===== src/rtl/lsu_pkg.sv =====
// -----------------------------------------------------------------------------
// lsu_pkg
// Shared constants for the load/store unit: default widths, the write-enable
// level, request size encodings and the FSM state encoding.
// No ports.
// -----------------------------------------------------------------------------
package lsu_pkg;

    localparam int ADDR_WIDTH = 32;
    localparam int DATA_WIDTH = 32;

    localparam logic WRITE_ENABLE = 1'b1;

    // Request size encodings; 2'b11 is folded onto word by the LSU.
    localparam logic [1:0] LSU_SIZE_B = 2'b00;
    localparam logic [1:0] LSU_SIZE_H = 2'b01;
    localparam logic [1:0] LSU_SIZE_W = 2'b10;

    typedef enum logic [2:0] {
        LSU_ST_IDLE   = 3'd0,
        LSU_ST_LOAD   = 3'd1,
        LSU_ST_RMW_RD = 3'd2,
        LSU_ST_WRITE  = 3'd3,
        LSU_ST_RESP   = 3'd4
    } lsu_state_e;

endpackage


===== src/rtl/lsu_lane.sv =====
// -----------------------------------------------------------------------------
// lsu_lane
// Combinational lane logic for a 32-bit data port.
//   size_i       : access size (LSU_SIZE_B/H/W, 2'b11 behaves as word)
//   unsigned_i   : 1 = zero-extend loads, 0 = sign-extend
//   addr_lo_i    : byte offset within the word
//   rdata_i      : word read from RAM
//   wdata_i      : right-aligned store data
//   load_data_o  : selected lane, extended to 32 bits
//   merge_data_o : rdata_i with the store lane replaced by wdata_i
// Halfwords use addr_lo_i[1] only; addr_lo_i[0] is ignored for them.
// -----------------------------------------------------------------------------
module lsu_lane
    import lsu_pkg::*;
(
    input  logic [1:0]  size_i,
    input  logic        unsigned_i,
    input  logic [1:0]  addr_lo_i,
    input  logic [31:0] rdata_i,
    input  logic [31:0] wdata_i,
    output logic [31:0] load_data_o,
    output logic [31:0] merge_data_o
);

    logic [7:0]  lane_b;
    logic [15:0] lane_h;
    logic        sign_b;
    logic        sign_h;

    always_comb begin
        lane_b = rdata_i[7:0];
        case (addr_lo_i)
            2'd0:    lane_b = rdata_i[7:0];
            2'd1:    lane_b = rdata_i[15:8];
            2'd2:    lane_b = rdata_i[23:16];
            default: lane_b = rdata_i[31:24];
        endcase
        lane_h = addr_lo_i[1] ? rdata_i[31:16] : rdata_i[15:0];
        sign_b = ~unsigned_i & lane_b[7];
        sign_h = ~unsigned_i & lane_h[15];

        case (size_i)
            LSU_SIZE_B: load_data_o = {{24{sign_b}}, lane_b};
            LSU_SIZE_H: load_data_o = {{16{sign_h}}, lane_h};
            default:    load_data_o = rdata_i;
        endcase
    end

    always_comb begin
        merge_data_o = rdata_i;
        case (size_i)
            LSU_SIZE_B: begin
                case (addr_lo_i)
                    2'd0:    merge_data_o[7:0]   = wdata_i[7:0];
                    2'd1:    merge_data_o[15:8]  = wdata_i[7:0];
                    2'd2:    merge_data_o[23:16] = wdata_i[7:0];
                    default: merge_data_o[31:24] = wdata_i[7:0];
                endcase
            end
            LSU_SIZE_H: begin
                if (addr_lo_i[1]) begin
                    merge_data_o[31:16] = wdata_i[15:0];
                end else begin
                    merge_data_o[15:0] = wdata_i[15:0];
                end
            end
            default: merge_data_o = wdata_i;
        endcase
    end

endmodule


===== src/rtl/lsu.sv =====
// -----------------------------------------------------------------------------
// lsu
// Load/store unit driving a word-wide RAM port (combinational read, posedge
// write). Byte/half/word loads with sign/zero extension; sub-word stores are
// done as read-modify-write since the RAM only writes whole words.
//
// Ports:
//   clk_i, rst_i            clock, asynchronous active-high reset
//   req_valid_i/req_ready_o request handshake
//   req_we_i, req_size_i, req_unsigned_i, req_addr_i, req_wdata_i
//   rsp_valid_o             one-cycle completion pulse
//   rsp_rdata_o             extended load data (0 for stores)
//   rsp_err_o               misaligned access (only with LSU_MISALIGN_TRAP_EN)
//   mem_we_o, mem_addr_o, mem_wdata_o, mem_rdata_i   RAM port
//   dbg_state_o             current FSM state
//
// Handshake: a request transfers on a rising clk_i edge where req_valid_i and
// req_ready_o are both high. req_ready_o is high only in IDLE (and low during
// reset); requests are never queued and responses cannot be stalled.
//
// Optional feature macro: LSU_MISALIGN_TRAP_EN. When defined, a misaligned
// half/word request skips the RAM and responds next cycle with rsp_err_o=1.
// When undefined, offending low address bits are ignored.
// -----------------------------------------------------------------------------
module lsu
    import lsu_pkg::*;
#(
    parameter int ADDR_W = ADDR_WIDTH,
    parameter int DATA_W = DATA_WIDTH
) (
    input  logic              clk_i,
    input  logic              rst_i,
    input  logic              req_valid_i,
    output logic              req_ready_o,
    input  logic              req_we_i,
    input  logic [1:0]        req_size_i,
    input  logic              req_unsigned_i,
    input  logic [ADDR_W-1:0] req_addr_i,
    input  logic [DATA_W-1:0] req_wdata_i,
    output logic              rsp_valid_o,
    output logic [DATA_W-1:0] rsp_rdata_o,
    output logic              rsp_err_o,
    output logic              mem_we_o,
    output logic [ADDR_W-1:0] mem_addr_o,
    output logic [DATA_W-1:0] mem_wdata_o,
    input  logic [DATA_W-1:0] mem_rdata_i,
    output lsu_state_e        dbg_state_o
);

    lsu_state_e        state_q;
    lsu_state_e        state_d;

    logic [1:0]        size_n;
    logic              accept;
    logic              misalign;

    logic [1:0]        size_q;
    logic              uns_q;
    logic [1:0]        addr_lo_q;
    logic [DATA_W-1:0] wdata_q;
    logic [DATA_W-1:0] rdata_q;
    logic [ADDR_W-1:0] mem_addr_q;
    // Merge register: only updated on the edge entering WRITE, so the RAM
    // write data holds its last value in every other state.
    logic [DATA_W-1:0] mem_wdata_q;

    logic [31:0]       lane_load;
    logic [31:0]       lane_merge;

    assign size_n = (req_size_i == 2'b11) ? LSU_SIZE_W : req_size_i;
    assign accept = req_valid_i && (state_q == LSU_ST_IDLE);

`ifdef LSU_MISALIGN_TRAP_EN
    logic err_q;

    assign misalign = ((size_n == LSU_SIZE_H) && req_addr_i[0]) ||
                      ((size_n == LSU_SIZE_W) && (req_addr_i[1:0] != 2'b00));
    assign rsp_err_o = err_q;

    always_ff @(posedge clk_i or posedge rst_i) begin
        if (rst_i) begin
            err_q <= 1'b0;
        end else if (accept) begin
            err_q <= misalign;
        end
    end
`else
    assign misalign  = 1'b0;
    assign rsp_err_o = 1'b0;
`endif

    // State register
    always_ff @(posedge clk_i or posedge rst_i) begin
        if (rst_i) begin
            state_q <= LSU_ST_IDLE;
        end else begin
            state_q <= state_d;
        end
    end

    // Next-state logic
    always_comb begin
        state_d = state_q;
        case (state_q)
            LSU_ST_IDLE: begin
                if (req_valid_i) begin
                    if (misalign) begin
                        state_d = LSU_ST_RESP;
                    end else if (!req_we_i) begin
                        state_d = LSU_ST_LOAD;
                    end else if (size_n == LSU_SIZE_W) begin
                        state_d = LSU_ST_WRITE;
                    end else begin
                        state_d = LSU_ST_RMW_RD;
                    end
                end
            end
            LSU_ST_LOAD:   state_d = LSU_ST_RESP;
            LSU_ST_RMW_RD: state_d = LSU_ST_WRITE;
            LSU_ST_WRITE:  state_d = LSU_ST_RESP;
            LSU_ST_RESP:   state_d = LSU_ST_IDLE;
            default:       state_d = LSU_ST_IDLE;
        endcase
    end

    // Datapath registers
    always_ff @(posedge clk_i or posedge rst_i) begin
        if (rst_i) begin
            size_q      <= LSU_SIZE_B;
            uns_q       <= 1'b0;
            addr_lo_q   <= 2'b00;
            wdata_q     <= '0;
            rdata_q     <= '0;
            mem_addr_q  <= '0;
            mem_wdata_q <= '0;
        end else begin
            case (state_q)
                LSU_ST_IDLE: begin
                    if (accept) begin
                        size_q    <= size_n;
                        uns_q     <= req_unsigned_i;
                        addr_lo_q <= req_addr_i[1:0];
                        wdata_q   <= req_wdata_i;
                        rdata_q   <= '0;
                        // A trapped access must not disturb the RAM port.
                        if (!misalign) begin
                            mem_addr_q <= {req_addr_i[ADDR_W-1:2], 2'b00};
                            if (req_we_i && (size_n == LSU_SIZE_W)) begin
                                mem_wdata_q <= req_wdata_i;
                            end
                        end
                    end
                end
                LSU_ST_LOAD:   rdata_q     <= lane_load;
                LSU_ST_RMW_RD: mem_wdata_q <= lane_merge;
                default: ;
            endcase
        end
    end

    lsu_lane u_lane (
        .size_i       (size_q),
        .unsigned_i   (uns_q),
        .addr_lo_i    (addr_lo_q),
        .rdata_i      (mem_rdata_i),
        .wdata_i      (wdata_q),
        .load_data_o  (lane_load),
        .merge_data_o (lane_merge)
    );

    // mem_we_o is pure state decode, so it drops as soon as rst_i rises.
    assign mem_we_o    = (state_q == LSU_ST_WRITE) ? WRITE_ENABLE : ~WRITE_ENABLE;
    assign mem_addr_o  = mem_addr_q;
    assign mem_wdata_o = mem_wdata_q;
    assign req_ready_o = (state_q == LSU_ST_IDLE) && !rst_i;
    assign rsp_valid_o = (state_q == LSU_ST_RESP);
    assign rsp_rdata_o = rdata_q;
    assign dbg_state_o = state_q;

endmodule


===== config.mk =====
export PLATFORM = sky130hd
export DESIGN_NAME = lsu
export DESIGN_NICKNAME = d
export VERILOG_FILES = /design/src/rtl/lsu_pkg.sv /design/src/rtl/lsu_lane.sv /design/src/rtl/lsu.sv
export SDC_FILE = /design/constraint.sdc
export NUM_CORES = 1
export LEC_CHECK = 0
export ABC_AREA = 1
export BUFFER_PORTS_ARGS = -buffer_cell sky130_fd_sc_hd__buf_2
export CELL_PAD_IN_SITES_DETAIL_PLACEMENT = 1
export CELL_PAD_IN_SITES_GLOBAL_PLACEMENT = 1
export CORE_ASPECT_RATIO = 2
export CORE_MARGIN = 5
export CORE_UTILIZATION = 30
export CTS_BUF_LIST = sky130_fd_sc_hd__clkbuf_8 sky130_fd_sc_hd__clkbuf_16
export DETAILED_ROUTE_END_ITERATION = 8
export PLACE_DENSITY = 0.77
export SYNTH_ARGS = -nofsm -noshare
export SYNTH_HDL_FRONTEND = slang
export SYNTH_HIERARCHICAL = 1
export SYNTH_SLANG_ARGS = --single-unit

===== constraint.sdc =====
create_clock -name clk_i -period 3.9 [get_ports clk_i]
set_input_delay 0.39 -clock clk_i [delete_from_list [all_inputs] [get_ports clk_i]]
set_output_delay 0.39 -clock clk_i [all_outputs]
set_load 0.03 [all_outputs]

# Word-level counts from Yosys, hierarchy flattened
# Index checks and enable logic that the tools add are counted.
# Widths: inputs -> output; s select.
[totals]
reg_bits = 134
wordCells = 58
output_inout_bits = 103
inputBits = 103
[op_classes]
mux = 21
eq_ne = 12
reduce_logical = 14
n_bitwise = 3
[ops]
columns = ["operator", "count"]
rows = [
  ["$pmux 32 s2", 4],
  ["$mux 32", 3],
  ["$mux 16", 3],
  ["$mux 8", 4],
  ["$pmux 8 s3", 1],
  ["$pmux 3 s3", 1],
  ["$eq 2x2->1 const B", 3],
  ["$eq 3x2->1 const B", 2],
  ["$eq 2x1->1 const B", 2],
  ["$logic_not 2->1", 2],
  ["$mux 2", 2],
  ["$ne 2x2->1 const B", 2],
  ["$reduce_and 2->1", 2],
  ["$reduce_bool 2->1", 2],
  ["$eq 3x1->1 const B", 1],
  ["$eq 3x3->1 const B", 1],
  ["$logic_and 1x1->1", 3],
  ["$logic_not 3->1", 1],
  ["$mux 3", 1],
  ["$reduce_and 3->1", 1],
  ["$reduce_or 3->1", 1],
  ["$and 1x1->1", 2],
  ["$mux 1", 2],
  ["$ne 2x1->1 const B", 1],
  ["other kinds (3)", 3],
]

# Logic depth before layout (Yosys ltp)
# Gate-level depths: netlist of the first run.
[depth]
word_depth = 7
depth_mapped = 11
mapped_depth_nobuf = 10

# Hierarchy
# Netlist of the first run, hierarchy kept.
[by_module_without_submodules]
columns = ["module", "area_each_um2", "seq_area_each_um2", "instances", "cells_per_inst"]
rows = [
  ["lsu", 5783.0, 3353.2, 1, 702],
  ["lsu_lane", 1785.5, 0.0, 1, 358],
]

# Worst setup path after synthesis of the first run
# No wires, ideal clock.
[synth_timing]
path_kind = "register -> output"
start = "register state_q[1], in the netlist dbg_state_o[1]"
end = "output port mem_we_o"
slack_ps = 1684
t_required_ps = 3510
path_stages_with_launch = 5
arrival_ps = 1826
path_buffers = 2
path_cell_list = "dfrtp_1 buf_4 clkinv_1 clkbuf_1 nor3_1"
[synth_via]
elab_chain_cells = 2
[synth_lines]
columns = ["item", "line", "text"]
rows = [
  ["start: declaration", "lsu.sv:50", "lsu_state_e state_q;"],
  ["start signal: assignment", "lsu.sv:97", "state_q <= state_d;"],
  ["$eq 3x2->1", "lsu.sv:172", "assign mem_we_o = (state_q == LSU_ST_WRITE) ? WRITE_ENABLE : ~WRITE_ENABLE;"],
  ["$mux 1", "lsu.sv:172", ""],
  ["end: declaration", "lsu.sv:43", "output logic mem_we_o,"],
]
# No other way between the ends.

# Worst setup path after layout of the first run
# Same ends and word-level chain as after synthesis.

==> run metrics, run 1 <==
status=finished clean; Worst path max stage delay=0.64 ns; share of the synthesized area in the top cell type=44.3%; hold path depth=3; Port Buf Inserts=202; hold buffers post-CTS=0; Synth Instances=1060; Worst Path Arrival=2.35 ns; CP max stage cell=dfrtp_1; R2R Setup Slk=1.55 ns; die width=122 um; internal power=4430 uW; H-tree levels=4; post-synthesis async set-or-reset flop share=100%; CTS tree=built; Initial Utilization=30.2%; Buf+Inv Stages, Crit Path=2; Peak VDD IR=0.429 mV; Post-CTS Setup Bufs=0; CP max FO=19; Max Freq=365 MHz; Tcrit/Tclk final=70.2%; DP HPWL=22.6 mm; first-pass GRT wire length=46.7 mm; commonest cells after routing, fill and taps aside=512 x nand2_1, 202 x buf_2, 134 x dfrtp_1, 113 x nand3_1, 36 x a21oi_1; Die Span Y=235 um; Top Family by Delay on Critical Path=buffers and inverters; maxcap violations=0; Clk pwr share=20.5%; ys flop type=dfrtp_1; setup violators final=0; Core Area=0.0250 mm^2; Worst-Skew Late Latency=0.45 ns; fin worst setup slack=1.16 ns; Netlist Area Pre-Place=0.00757 mm^2; Congestion Overflow GR=0; Pleak=0.00535 uW; Reg power frac=28.0%; number of flops mapped to enable cells by yosys=0; sw power=4530 uW; CTS Buffer Depth=2; Setup CP Type=flop to output pin; register area share after synthesis=44.3%; CP Capture Type=output pin; nets=1327; Worst path depth=3; fin. max-slew vios=0; Power Density=955 mW/mm^2; fin crit period=2.74 ns; routed wire length=29.7 mm; WL per Instance=18.8 um; RSZ-0062 raised after global routing=no; combinational share of power=51.6%; worst min path class=input pin to flop; R2R depth=8; clk sinks=134; Mean Syn Cell Area=7.14 um^2; Crit path required time=3.51 ns; number of global-route vias before repair=8453; largest net degree at the start of global routing=135; actual slew at the worst max-slew pin=0.786 ns; vias=7809; Total GRT Usage=21.1%; main area contributors after synthesis=dfrtp_1 44%, nand2_1 25%, nand3_1 7.5%; Place WS=1.58 ns; Boundary Pins=206; Post-Route Skew=0.0138 ns; Area growth syn-to-layout=23.9%; Routability Congestion=0.920; row count=82; layout cell share with drive strength beyond 1=24.1%; Via density=4.96; number of synthesized register bits=134; crit path cell chain=clkinv_1, nor3_1, buf_2; yosys warns=6; die area=0.0287 mm^2; DRC violations left=0; most area-hungry cell type in the Yosys netlist=dfrtp_1; drt initial violations=372; most common cell after layout, fill and taps aside=nand2_1; Max transition margin=47.6%; post-CTS sizing=0; endpoints failing hold=0; setup_tns=0 ns; Num CTS Buffers=17; DRT antenna net count=0; Worst-path clk slew=0.06 ns; sw frac=50.6%; initial antenna violation count=4; startpoint types=flop; Yosys cell types=30; CTS root buf=clkbuf_16; 1st-pass router iterations=4
final cells by class:
cell class,instances,area (um^2)
Fill cell,3284,15700
Multi-Input combinational cell,817,3660
Sequential cell,134,3350
Timing Repair Buffer,217,1140
Clock buffer,20,467
Tap cell,336,420
Clock inverter,12,200
Inverter,37,143
Antenna cell,2,5.00
flip-flops by register name, indices dropped and copies added (netlist names):
signal / count
mem_wdata_o: 32
rsp_rdata_o: 32
wdata_q: 32
mem_addr_o: 30
dbg_state_o: 3
addr_lo_q: 2
size_q: 2
uns_q: 1
per-stage QoR:
step	instance area [um^2]	std cells	power, uW	util [%]	hold slack [ns]
global route	9380	1575	9620	37.5	0.137
global placement	8710	1541	7060	34.8	0.449
floorplan	7580	1062	5790	-	0.442
finish	9380	1575	8960	37.5	0.145
CTS	9380	1573	9080	37.5	0.120
detailed placement	8710	1541	7170	34.8	0.453
power by group through the flow:
| stage | sequential [uW] | clock [uW] | combinational (uW) |
|---|---|---|---|
| after detailed placement | 2520 | 0 | 4650 |
| after global placement | 2500 | 0 | 4560 |
| final | 2500 | 1840 | 4620 |
| after CTS | 2500 | 1880 | 4690 |
| after global routing | 2560 | 1940 | 5120 |
| after floorplan | 3030 | 0 | 2760 |
cell families after synthesis:
logic type	after synthesis	share of synthesized area [%]
DFF	134	44.3
buffers and inverters	111	7.49
AOI/OAI and AO/OA	82	5.97
and+or+nand+nor	732	42.2
other	1	0.0495
per-layer routing:
layer,global-route usage (%),wire length (um)
met3,5.05,1430
met4,13.0,1900
met2,38.0,15800
met5,0,18
met1,21.4,10600
cell usage after synthesis (2+ instances only):
master	n
nand3_1	113
o211ai_1	12
inv_1	24
nand2_1	512
buf_6	7
clkbuf_1	17
dfrtp_1	134
nand4_1	32
nor2_1	30
inv_2	12
a21oi_1	36
buf_1	4
nor3_1	9
buf_2	30
nand3_2	22
o21ai_2	2
o21ai_0	30
buf_4	16
nand2_2	3
nor2_2	4
nor2_4	2
worst min-delay path, delay by kind of cell:
family                 cells  cell delay, ns
AND/OR/NAND/NOR            2            0.09
buffers and inverters      1            0.07
path summary, 6_finish.rpt:
check,endpoint,from
hold / removal,mem_addr_o[24],req_addr_i[24]
setup reg to reg,rsp_rdata_o[14],addr_lo_q[1]
max in group asynchronous,wdata_q[11],rst_i
hold reg to reg,mem_addr_o[4],mem_addr_o[4]
min in group asynchronous,mem_addr_o[18],rst_i
setup / recovery,mem_we_o,dbg_state_o[1]
Power figures use the tool's default switching activity.
==> run 2, diff against run 1 <==
--- a/config.mk
+++ b/config.mk
@@ -14,7 +14,7 @@
 export CORE_UTILIZATION = 30
 export CTS_BUF_LIST = sky130_fd_sc_hd__clkbuf_8 sky130_fd_sc_hd__clkbuf_16
 export DETAILED_ROUTE_END_ITERATION = 8
-export PLACE_DENSITY = 0.77
+export PLACE_DENSITY = 0.74
 export SYNTH_ARGS = -nofsm -noshare
 export SYNTH_HDL_FRONTEND = slang
 export SYNTH_HIERARCHICAL = 1
==> constraint.sdc (replaced) <==
create_clock -name clk_i -period 2.56 [get_ports clk_i]
set_input_delay 0.256 -clock clk_i [delete_from_list [all_inputs] [get_ports clk_i]]
set_output_delay 0.256 -clock clk_i [all_outputs]
set_load 0.03 [all_outputs]
==> run 2 against run 1 <==
  * Power up 50%
  * Clock-buffer cell count down 3
  * Worst setup slack worse by 0.87 ns
  * Sequential power up 52%
  * Critical path depth up 1
  * Largest power group unchanged
==> run metrics, run 2 (synthesis gave the netlist of run 1 again) <==
Via density=4.93 (-0.52%); Buf+Inv Stages, Crit Path=3 (+1); routed wire length=30.8 mm (+3.6%); number of global-route vias before repair=8638 (+2.2%); setup violators final=0 (unchanged); placed cell area=0.00882 mm^2 (+1.3%); fin crit period=2.26 ns; Congestion Overflow GR=0 (unchanged); DRC violations left=0 (unchanged); Worst Path Arrival=2.01 ns (-0.34 ns); Worst-path clk slew=0.06 ns (about the same); setup_tns=0 ns (unchanged); drt initial violations=291 (-22%); Crit path required time=2.30 ns (-1.21 ns); vias=7971 (+2.1%); fillcell total=3220 (-1.9%); first-pass GRT wire length=48.5 mm (+3.8%); fin. max-slew vios=0 (unchanged); DRT antenna net count=0 (unchanged); WL per Instance=19.0 um (+1.0%); Post-Route Skew=0.0113 ns (-0.00246 ns); largest net degree at the start of global routing=69 (-49%); RSZ-0062 raised after global routing=no; actual slew at the worst max-slew pin=1.25 ns (+0.468 ns); endpoints failing hold=0 (unchanged); Worst path max stage delay=0.41 ns (-0.23 ns); startpoint types=flop; CP Capture Type=output pin; Boundary Pins=206 (unchanged); Pleak=0.00549 uW (+2.5%); Peak VDD IR=0.764 mV (+78%); crit path cell chain=buf_4, clkinv_1, nor3_1, buf_2; most common cell after layout, fill and taps aside=nand2_1; clk sinks=134 (unchanged); Initial Utilization=30.2% (unchanged); Top Family by Delay on Critical Path=buffers and inverters; Routability Congestion=0.939 (+2.1%); Area growth syn-to-layout=27.6%; commonest cells after routing, fill and taps aside=512 x nand2_1, 202 x buf_2, 134 x dfrtp_1, 113 x nand3_1, 36 x a21oi_1; 1st-pass router iterations=4 (unchanged); Tcrit/Tclk final=88.5%; Die Span Y=235 um (unchanged); row count=82 (unchanged); die width=122 um (unchanged); Core Area=0.0250 mm^2 (unchanged); CTS root buf=clkbuf_16; Total GRT Usage=22.0% (+0.83 points); Multi-input gate area=0.00366 mm^2 (unchanged); Sequential Area=0.00335 mm^2 (unchanged); nets=1366 (+2.9%); CP max stage cell=buf_4; CTS tree=built; WHS=0.0191 ns (-0.126 ns); layout cell share with drive strength beyond 1=24.3% (+0.20 points); CTS Buffer Depth=2 (unchanged); Power Density=1390 mW/mm^2 (+46%); Setup CP Type=flop to output pin; Worst-Skew Late Latency=0.44 ns (about the same); total power=13500 uW (+50%); initial antenna violation count=6 (+2); Design Area, Final=0.00966 mm^2 (+2.9%); Max transition margin=16.3% (-31 points); Max Freq=442 MHz; Num CTS Buffers=17 (unchanged); post-CTS sizing=0 (unchanged); worst min path class=input pin to flop; DP HPWL=23.2 mm (+2.9%); CP max FO=36 (+17); Port Buf Inserts=202 (unchanged); H-tree levels=4 (unchanged); maxcap violations=0 (unchanged); status=finished clean; die area=0.0287 mm^2 (unchanged); Post-Route Utilization=38.6% (+1.1 points)
-- run 2: repair_timing --
item,in CTS,in global routing
hold buffers,26,0
hold endpoints to repair,52,0
endpoints found under the setup margin,0,0
setup buffers,0,0
-- run 2: worst paths after layout --
check / start / endpoint / slack, ns / cells after the start
min in group asynchronous: rst_i / mem_addr_o[27] / 0.51 / 3
worst max-delay path: dbg_state_o[1] / mem_we_o / 0.30 / 4
max in group asynchronous: rst_i / addr_lo_q[0] / 1.29 / 4
worst max register to register: addr_lo_q[1] / mem_wdata_o[4] / 0.34 / 9
worst min-delay path: req_addr_i[22] / mem_addr_o[22] / 0.02 / 3
worst min register to register: rsp_rdata_o[17] / rsp_rdata_o[17] / 0.46 / 2
-- run 2: area by class of cell --
type	count	area share [%]
multi-input cells	817	37.9
flip-flops and latches	134	34.7
repair buffers	256	15.6
clock buffers	17	4.41
well taps	336	4.35
inverters	37	1.48
clock inverters	15	1.46
diodes	4	0.104
-- run 2: tightest hold or removal path: cells and delay by family --
| family | cells | cell delay [ns] |
|---|---|---|
| and+or+nand+nor | 2 | 0.09 |
| buffers and inverters | 1 | 0.08 |
-- run 2: through the flow --
step	instances	setup slack, ns
CTS	1612	0.244
global placement	1554	0.397
floorplan	1062	0.478
global route	1616	0.146
detailed placement	1554	0.374
finish	1616	0.295
-- run 2: power by group --
group / internal [uW] / switching (uW) / total, uW
Combinational: 2090 / 5160 / 7250
Sequential: 2990 / 806 / 3800
Clock: 1420 / 1010 / 2420
Total: 6500 / 6970 / 13500
-- run 2: per-layer routing --
layer	vias to the layer above	track usage, %	routed length (um)
met2	223	40.1	16900
met1	3857	22.4	10700
met3	72	4.91	1530
met4	4	12.3	1620
li1	3815	-	-
met5	-	0	27
==> run 3, diff against run 2 <==
--- a/config.mk
+++ b/config.mk
@@ -15,6 +15,7 @@
 export CTS_BUF_LIST = sky130_fd_sc_hd__clkbuf_8 sky130_fd_sc_hd__clkbuf_16
 export DETAILED_ROUTE_END_ITERATION = 8
 export PLACE_DENSITY = 0.74
+export SLEW_MARGIN = 20
 export SYNTH_ARGS = -nofsm -noshare
 export SYNTH_HDL_FRONTEND = slang
 export SYNTH_HIERARCHICAL = 1
==> constraint.sdc (replaced) <==
create_clock -name clk_i -period 2.56 [get_ports clk_i]
set_input_delay 0.512 -clock clk_i [delete_from_list [all_inputs] [get_ports clk_i]]
set_output_delay 0.512 -clock clk_i [all_outputs]
set_load 0.03 [all_outputs]
==> run 3 against run 2 <==
  * Register-to-register slack improved by 0.09 ns
  * Global-route usage down 0.25 points
  * Routed wire length decreased by 0.76%
  * Clock power down 5%
  * Power fell by 1.2%
  * Worst setup slack lost 0.12 ns
  * Critical endpoint unchanged
  * Highest routed layer is now met4
==> run metrics, run 3 (synthesis gave the netlist of run 1 again) <==
status=finished clean; fin worst setup slack=0.172 ns (-0.123 ns); Routability Congestion=0.904 (-3.8%); fin crit period=2.39 ns (+0.123 ns); worst min path class=input pin to asynchronous set/reset pin; Crit path required time=2.05 ns (-0.25 ns); Congestion Overflow GR=0 (unchanged); Pleak=0.00536 uW (-2.4%); fillcell total=3278 (+1.8%); H-tree levels=4 (unchanged); Initial Utilization=30.2% (unchanged); sw power=6990 uW (+0.32%); internal power=6310 uW (-2.9%); Via density=4.94 (+0.21%); DRC violations left=0 (unchanged); R2R depth=10 (+1); Post-Route Skew=0.00879 ns (-0.00254 ns); initial antenna violation count=2 (-4); layout cell share with drive strength beyond 1=25.0% (+0.67 points); row count=82 (unchanged); Core Area=0.0250 mm^2 (unchanged); routed wire length=30.5 mm (-0.76%); Place WS=0.423 ns (+0.0483 ns); sw frac=52.6% (+0.80 points); first-pass GRT wire length=47.6 mm (-1.9%); hold buffers post-CTS=0 (-100%); die width=122 um (unchanged); most common cell after layout, fill and taps aside=nand2_1; CTS root buf=clkbuf_16; Area growth syn-to-layout=23.6%; Power Density=1420 mW/mm^2 (+1.9%); RSZ-0062 raised after global routing=no; placed cells=1554 (unchanged); Worst Path Arrival=1.88 ns (-0.13 ns); vias=7849 (-1.5%); largest net degree at the start of global routing=105 (+52%); setup violators final=0 (unchanged); Post-CTS Setup Bufs=0 (unchanged); Peak VDD IR=0.629 mV (-18%); maxcap violations=0 (unchanged); commonest cells after routing, fill and taps aside=512 x nand2_1, 202 x buf_2, 134 x dfrtp_1, 113 x nand3_1, 36 x a21oi_1; WL per Instance=19.2 um (+0.99%); Max Freq=419 MHz (-5.1%); placed cell area=0.00881 mm^2 (-0.11%); Worst setup endpoint=mem_we_o; RR Startpoint=addr_lo_q[1]; number of global-route vias before repair=8461 (-2.0%); Num CTS Buffers=17 (unchanged); post-CTS sizing=0 (unchanged); setup_tns=0 ns (unchanged); startpoint types=flop; DRT antenna net count=0 (unchanged); endpoints failing hold=0 (unchanged); Reg power frac=28.4% (+0.2 points); CTS tree=built; CTS Buffer Depth=2 (unchanged); total power=13300 uW (-1.2%); crit path from=dbg_state_o[1]; Final Non-Filler Cells=1588 (-1.7%); Worst-Skew Late Latency=0.45 ns (about the same); Max transition margin=51.0% (+35 points); combinational share of power=54.3% (+0.5 points); drt initial violations=421 (+45%); Total GRT Usage=21.7% (-0.25 points); Die Span Y=235 um (unchanged); CP Capture Type=output pin; 1st-pass router iterations=5 (+1); Setup CP Type=flop to output pin; fin. max-slew vios=0 (unchanged); Design Area, Final=0.00936 mm^2 (-3.1%); Boundary Pins=206 (unchanged); Worst-path clk slew=0.06 ns (about the same); Clk pwr share=17.3% (-0.7 points); die area=0.0287 mm^2 (unchanged); actual slew at the worst max-slew pin=0.735 ns (-0.519 ns); Port Buf Inserts=202 (unchanged); R2R Setup Slk=0.43 ns (+0.09 ns); Tcrit/Tclk final=93.3% (+4.8 points); RR Endpoint=rsp_rdata_o[20]; CP max FO=36 (unchanged); DP HPWL=23.4 mm (+0.89%); clk sinks=134 (unchanged); nets=1340 (-1.9%)
==> run 3: cell count changes in the layout (fill, tap and decap cells not counted), sizes merged <==
cell	delta
bufinv	-2
diode	-2
inv	+1
dlygate4sd3	-26
clkbuf	+1
==> run 3: worst min path at each step <==
stage / start / to / slack [ns] / cells past startpoint
6_report: rst_i / mem_addr_o[26] / 0.22 / 3
5_1_grt: req_addr_i[17] / mem_addr_o[17] / 0.25 / 3
4_1_cts: rst_i / mem_addr_o[26] / 0.20 / 3
3_5_place_dp: rsp_rdata_o[22] / rsp_rdata_o[22] / 0.46 / 2
3_3_place_gp: rsp_rdata_o[16] / rsp_rdata_o[16] / 0.45 / 2
2_1_floorplan: uns_q / uns_q / 0.44 / 2
==> run 3: critical path, stage by stage (launching register included) <==
cell and delay [ns]:
dfrtp_1 0.38, buf_4 0.42, clkinv_1 0.17, nor3_1 0.20, buf_2 0.24
==> run 3: through the flow <==
step           util, %  hold WS (ns)
3_3_place_gp      35.2         0.449
4_1_cts           37.4         0.203
5_1_grt           37.4         0.250
3_5_place_dp      35.2         0.456
2_1_floorplan        -         0.442
6_report          37.4         0.220
==> run 3: power by group through the flow <==
stage / clock network (uW) / logic [uW] / registers, uW
global placement: 0 / 7140 / 3780
finish: 2310 / 7220 / 3780
CTS: 2390 / 7310 / 3790
floorplan: 0 / 4200 / 4620
global route: 2470 / 7980 / 3860
detailed placement: 0 / 7280 / 3800
==> run 3: layout make-up <==
cell class	count	area [um^2]	area share, %
Inverter	37	145	1.55
Clock buffer	18	439	4.69
Sequential cell	134	3350	35.8
Clock inverter	14	104	1.11
Timing Repair Buffer	230	1230	13.2
Multi-Input combinational cell	817	3660	39.1
Tap cell	336	420	4.49
Antenna cell	2	5.00	0.0535
==> run 3: routing by layer <==
| layer | share of wire [%] | vias to the layer above | GRT usage [%] |
|---|---|---|---|
| met3 | 4.8 | 71 | 4.31 |
| met5 | 0 | - | 0 |
| met2 | 55 | 239 | 40.2 |
| li1 | - | 3759 | - |
| met4 | 5.5 | 0 | 13.5 |
| met1 | 35 | 3780 | 21.4 |
